### config.mk
export PLATFORM = sky130hd
export DESIGN_NAME = gpu_draw_line_stream
export DESIGN_NICKNAME = d
export VERILOG_FILES = /design/src/rtl/gpu_draw_line_stream.sv
export SDC_FILE = /design/constraint.sdc
export NUM_CORES = 1
export LEC_CHECK = 0
export ABC_AREA = 1
export CORE_MARGIN = 5
export CORE_UTILIZATION = 40
export CTS_BUF_LIST = sky130_fd_sc_hd__clkbuf_16
export CTS_CLUSTER_DIAMETER = 40
export CTS_CLUSTER_SIZE = 14
export DETAILED_ROUTE_END_ITERATION = 7
export PLACE_DENSITY = 0.61
export SETUP_SLACK_MARGIN = 0.1
export SYNTH_ARGS = -nofsm -noshare
export SYNTH_HDL_FRONTEND = slang
export SYNTH_SLANG_ARGS = --single-unit
### constraint.sdc
create_clock -name clk -period 3.8 [get_ports clk]
set_input_delay 0.38 -clock clk [delete_from_list [all_inputs] [get_ports clk]]
set_output_delay 0.38 -clock clk [all_outputs]
set_load 0.1 [all_outputs]
### src/rtl/gpu_draw_line_stream.sv
// Streaming Bresenham line rasteriser: latches two endpoints and a colour on start,
// then walks the line one pixel per cycle onto a valid/ready stream with optional clipping.
module gpu_draw_line_stream #(
  parameter int WIDTH_BITS  = 10,
  parameter int HEIGHT_BITS = 9,
  parameter int COLOR_BITS  = 24,
  parameter int SCREEN_W    = 640,
  parameter int SCREEN_H    = 480,
  parameter int CLIP_EN     = 1
) (
  input  logic                   clk,
  input  logic                   rst,
  input  logic [WIDTH_BITS-1:0]  x1,
  input  logic [HEIGHT_BITS-1:0] y1,
  input  logic [WIDTH_BITS-1:0]  x2,
  input  logic [HEIGHT_BITS-1:0] y2,
  input  logic [COLOR_BITS-1:0]  color_i,
  input  logic                   start,
  input  logic                   abort,
  output logic                   busy,
  output logic                   done,
  output logic                   px_valid,
  input  logic                   px_ready,
  output logic [WIDTH_BITS-1:0]  px_x,
  output logic [HEIGHT_BITS-1:0] px_y,
  output logic [COLOR_BITS-1:0]  px_color,
  output logic                   px_last
);

  localparam int MAX_BITS = (WIDTH_BITS > HEIGHT_BITS) ? WIDTH_BITS : HEIGHT_BITS;
  localparam int CW       = MAX_BITS + 2;

  localparam logic [WIDTH_BITS:0]  SCR_W   = (WIDTH_BITS+1)'(SCREEN_W);
  localparam logic [HEIGHT_BITS:0] SCR_H   = (HEIGHT_BITS+1)'(SCREEN_H);
  localparam bit                   CLIP_ON = (CLIP_EN != 0);

  typedef enum logic [1:0] {
    IDLE = 2'd0,
    STEP = 2'd1,
    FIN  = 2'd2
  } state_e;

  typedef logic signed [CW-1:0] err_t;

  state_e                   state_q, state_d;
  logic [WIDTH_BITS-1:0]    cur_x_q, cur_x_d;
  logic [HEIGHT_BITS-1:0]   cur_y_q, cur_y_d;
  logic [WIDTH_BITS-1:0]    end_x_q, end_x_d;
  logic [HEIGHT_BITS-1:0]   end_y_q, end_y_d;
  logic [COLOR_BITS-1:0]    color_q, color_d;
  err_t                     dx_q, dx_d;
  err_t                     dy_q, dy_d;
  err_t                     err_q, err_d;
  logic                     sx_q, sx_d;
  logic                     sy_q, sy_d;

  logic [WIDTH_BITS-1:0]    abs_dx;
  logic [HEIGHT_BITS-1:0]   abs_dy;
  err_t                     dx_init;
  err_t                     dy_init;

  assign abs_dx  = (x2 >= x1) ? (x2 - x1) : (x1 - x2);
  assign abs_dy  = (y2 >= y1) ? (y2 - y1) : (y1 - y2);
  assign dx_init = $signed({{(CW-WIDTH_BITS){1'b0}}, abs_dx});
  assign dy_init = -$signed({{(CW-HEIGHT_BITS){1'b0}}, abs_dy});

  // err can drift up to ~1.5x the major delta, so doubling it needs one bit beyond err.
  logic signed [CW:0] e2;
  logic signed [CW:0] dx_ext;
  logic signed [CW:0] dy_ext;
  logic               step_x;
  logic               step_y;

  assign e2     = $signed({err_q, 1'b0});
  assign dx_ext = {dx_q[CW-1], dx_q};
  assign dy_ext = {dy_q[CW-1], dy_q};
  assign step_x = (e2 >= dy_ext);
  assign step_y = (e2 <= dx_ext);

  logic at_end;
  logic on_screen;
  logic visible;

  assign at_end    = (cur_x_q == end_x_q) && (cur_y_q == end_y_q);
  assign on_screen = ({1'b0, cur_x_q} < SCR_W) && ({1'b0, cur_y_q} < SCR_H);
  assign visible   = !CLIP_ON || on_screen;

  assign px_x     = cur_x_q;
  assign px_y     = cur_y_q;
  assign px_color = color_q;

  always_comb begin
    // NOTE: every _d and output takes its hold/idle value first, so no path infers a latch.
    state_d  = state_q;
    cur_x_d  = cur_x_q;
    cur_y_d  = cur_y_q;
    end_x_d  = end_x_q;
    end_y_d  = end_y_q;
    color_d  = color_q;
    dx_d     = dx_q;
    dy_d     = dy_q;
    err_d    = err_q;
    sx_d     = sx_q;
    sy_d     = sy_q;
    busy     = 1'b0;
    done     = 1'b0;
    px_valid = 1'b0;
    px_last  = 1'b0;

    unique case (state_q)
      IDLE: begin
        if (start) begin
          cur_x_d = x1;
          cur_y_d = y1;
          end_x_d = x2;
          end_y_d = y2;
          color_d = color_i;
          dx_d    = dx_init;
          dy_d    = dy_init;
          err_d   = dx_init + dy_init;
          sx_d    = (x1 < x2);
          sy_d    = (y1 < y2);
          state_d = STEP;
        end
      end

      STEP: begin
        busy     = 1'b1;
        px_valid = visible;
        px_last  = visible && at_end;
        // Abort outranks the handshake: the presented pixel is treated as undelivered.
        if (abort) begin
          state_d = IDLE;
        end else if (!visible || px_ready) begin
          if (at_end) begin
            state_d = FIN;
          end else begin
            err_d = err_q + (step_x ? dy_q : err_t'(0)) + (step_y ? dx_q : err_t'(0));
            if (step_x) cur_x_d = sx_q ? (cur_x_q + WIDTH_BITS'(1))  : (cur_x_q - WIDTH_BITS'(1));
            if (step_y) cur_y_d = sy_q ? (cur_y_q + HEIGHT_BITS'(1)) : (cur_y_q - HEIGHT_BITS'(1));
          end
        end
      end

      FIN: begin
        done    = 1'b1;
        state_d = IDLE;
      end

      default: state_d = IDLE;
    endcase
  end

  always_ff @(posedge clk or posedge rst) begin
    if (rst) begin
      state_q <= IDLE;
      cur_x_q <= '0;
      cur_y_q <= '0;
      end_x_q <= '0;
      end_y_q <= '0;
      color_q <= '0;
      dx_q    <= '0;
      dy_q    <= '0;
      err_q   <= '0;
      sx_q    <= 1'b0;
      sy_q    <= 1'b0;
    end else begin
      // NOTE: non-blocking so every register samples the pre-edge values of the others.
      state_q <= state_d;
      cur_x_q <= cur_x_d;
      cur_y_q <= cur_y_d;
      end_x_q <= end_x_d;
      end_y_q <= end_y_d;
      color_q <= color_d;
      dx_q    <= dx_d;
      dy_q    <= dy_d;
      err_q   <= err_d;
      sx_q    <= sx_d;
      sy_q    <= sy_d;
    end
  end

endmodule

==> metrics.csv <==
metric;value;unit
layout cell share with drive strength beyond 1;0.2580;
Via Count;9311;
final period demand of the worst path;3950;ps
GP Congestion;0.9181;
most frequent cell after synthesis;nand2_1;
Final nets;1773;
Multi-input gate area;6301;sq um
first-pass GRT wire length;46340;um
Design Area, Final;13020;sq um
die width;159.4;um
status;complete, but fails checks;
Critical Path End Type;flip-flop;
# Max-Cap Violations;0;
setup ws final;-149.9;ps
# rows;54;
top_reg_cell synth;dfrtp_1;
DR iter-0 viols;487;
highest clock rate;253.2;MHz
vias per std cell;4.961;
largest area contributor in the netlist;dfrtp_1;
CTS tree;done;
failing checks;setup timing;
post-synthesis register bit count;100;
reg2reg start;err_q[8];
relative slew slack;0.3306;
PortBufs;113;
Post-synth EDFFs;0;
grt ovf;0;
Crit Path Max Fanout;5;
RSZ-0062 raised after global routing;yes;
Ys Warns;0;
Pre-antenna DRT Iters;5;
Final Max Tran Viols;0;
detailed-route DRC error count;0;
Placed Area;11880;sq um
Die ar.;25410;sq um
Leak;6.646;nW
Worst Setup Start Kind;flip-flop;
Seq/Total Area, Yosys;0.2803;
HPWL after detailed placement;21880;um
worst setup path endpoint;err_q[9];
largest cells by area after synthesis;dfrtp_1, nand2_1, ha_1;
Ports;114;
Initial Utilization;0.4078;
vias in the first global route;9350;
syn_area_per_cell;7.002;sq um
R2R Setup Slk;-150;ps
RR Endpoint;err_q[9];
Final Setup Violations;4;
Routed Antenna Nets;0;
hold depth;3;
initial antenna violation count;0;
Core ar.;21890;sq um
Yosys top cell area share;0.2803;
Hold Vio Cnt, Final;0;
WL/cell;15.26;um
Num CTS Buffers;9;
Max Buffers Root-to-Sink;2;
GRT Total Usage;0.2199;
Clock Latency Late Sink;360;ps
Reg area;2504;sq um
fillers;2056;
PD cells;853.3;nW/um^2
worst path required time;4080;ps
Syn Std Cell Area;8927;sq um
Detailed Route WL;28640;um
Ant. Diodes;0;
Pwr Total;11.11;mW
Cells after Synth;1275;
Die H;159.4;um
CTS H-tree depth;3;
top cells by instance count after synthesis;nand2_1, inv_1, o21ai_0;
worst vdd ir;0.4130;mV
Clock transition at path regs;80;ps
largest net degree at the start of global routing;82;
final worst-path cycle share;1.039;
Hold WC Path Type;in2reg;
launch point of the critical path;err_q[8];
Synth cell types;44;
Arrival @ worst endpoint;4230;ps
skew final;12.81;ps
P&R area growth vs syn;45.83;%
syn nets;1456;
critical path class;reg2reg;
clk sinks;100;
ys async rst share;1.000;
Clock Tree Root;clkbuf_16;
Worst Tran Pin Value;1001;ps
Worst R2R Path Depth;24;
[worst min-delay path by stage]
| stage | start | endpoint | slack (ps) |
|---|---|---|---|
| after floorplan | abort | state_q[1] | 450 |
| after global placement | px_color[6] | px_color[6] | 460 |
| after detailed placement | px_color[13] | px_color[13] | 460 |
| after CTS | px_color[16] | px_color[16] | 490 |
| after global routing | x2[0] | end_x_q[0] | 460 |
| final | x1[0] | px_x[0] | 430 |
[repair_timing]
| item | CTS | global route |
|---|---|---|
| resized for setup | 49 | 116 |
| hold buffers | 0 | 0 |
| buffers inserted | 6 | 10 |
| setup endpoints to repair | 6 | 10 |
| pin swaps | 17 | 54 |
| cloned | 0 | 0 |
[cells by family (layout without fill, tap and decap cells)]
| family | after synthesis | count (layout) | synth area share |
|---|---|---|---|
| compound gates | 214 | 214 | 0.1288 |
| xor+xnor | 42 | 42 | 0.04121 |
| fa+ha+maj | 114 | 114 | 0.1749 |
| buf+inv | 213 | 535 | 0.09292 |
| flops | 100 | 100 | 0.2803 |
| mux | 1 | 1 | 0.001121 |
| simple gates | 591 | 591 | 0.2807 |
[critical path, stage by stage, from the launching register on]
cell and delay (ps):
dfrtp_2 470, ha_4 280, nand4_1 210, nor2_2 220, o21ai_2 110, nand3b_1 110, nand2_2 90, inv_4 110
nor2_4 40, fa_1 590, ha_4 160, inv_2 50, fa_2 340, inv_2 70, nand3_2 80, nand2_2 70
nand2_2 50, nand2_2 60, a21oi_2 60, or2_4 230, nand2_2 60, nand2_2 60, nand3_2 60, nand3_2 80
a31oi_1 190
[final cells by class]
cell class | instances | area share
Multi-Input combinational cell | 962 | 0.4840
Timing Repair Buffer | 335 | 0.2210
Sequential cell | 100 | 0.1923
Inverter | 184 | 0.05344
Tap cell | 280 | 0.02691
Clock buffer | 9 | 0.01730
Clock inverter | 7 | 0.005094
[report_power, final]
| group | switching (mW) | internal (mW) | total [mW] |
|---|---|---|---|
| sequential | 0.322 | 1.40 | 1.72 |
| clock | 0.502 | 0.463 | 0.966 |
| combinational | 4.94 | 3.48 | 8.42 |
[metal layers]
metal / up-vias / track usage / wire (um)
li1: 4730 / - / -
met2: 215 / 0.3699 / 13670
met4: 0 / 0.06514 / 592
met5: - / 0 / 0
met3: 36 / 0.03598 / 1431
met1: 4330 / 0.2917 / 12940
[cell usage in the layout, fill, tap and decap left out, types with 19 or more instances in the layout]
master           netlist  final
a21oi_1               69     57
buf_4                  2    214
clkdlybuf4s50_1        0    104
dfrtp_1              100     99
ha_1                  96     72
ha_4                   0     22
inv_1                173    157
inv_2                  9     23
nand2_1              384    365
nand2_2               11     28
nand3_1               69     62
nor2_1                79     51
nor2_4                 5     19
o21ai_0              104     94
xor2_1                33     30
[registers in the layout, indices dropped and copies added, names as in the netlist]
register  cells
sy_q          1
sx_q          1
end_y_q       9
px_x         10
dy_q         12
err_q        12
state_q       2
end_x_q      10
px_y          9
dx_q         10
px_color     24
[metrics by stage]
step                      hold WS [ps]  setup TNS [ps]  instances  setup WS (ps)    util
after floorplan                  451.0               0       1275          101.9       -
after global placement           461.3           -1796       1846         -361.5  0.5428
after detailed placement         464.3           -2428       1846         -410.8  0.5428
after CTS                        486.4          -152.0       1868         -75.06  0.5694
after global routing             456.5           -1411       1877         -374.7  0.5947
final                            427.9          -329.0       1877         -149.9  0.5947
No activity file was read; power rests on OpenSTA's default activity.
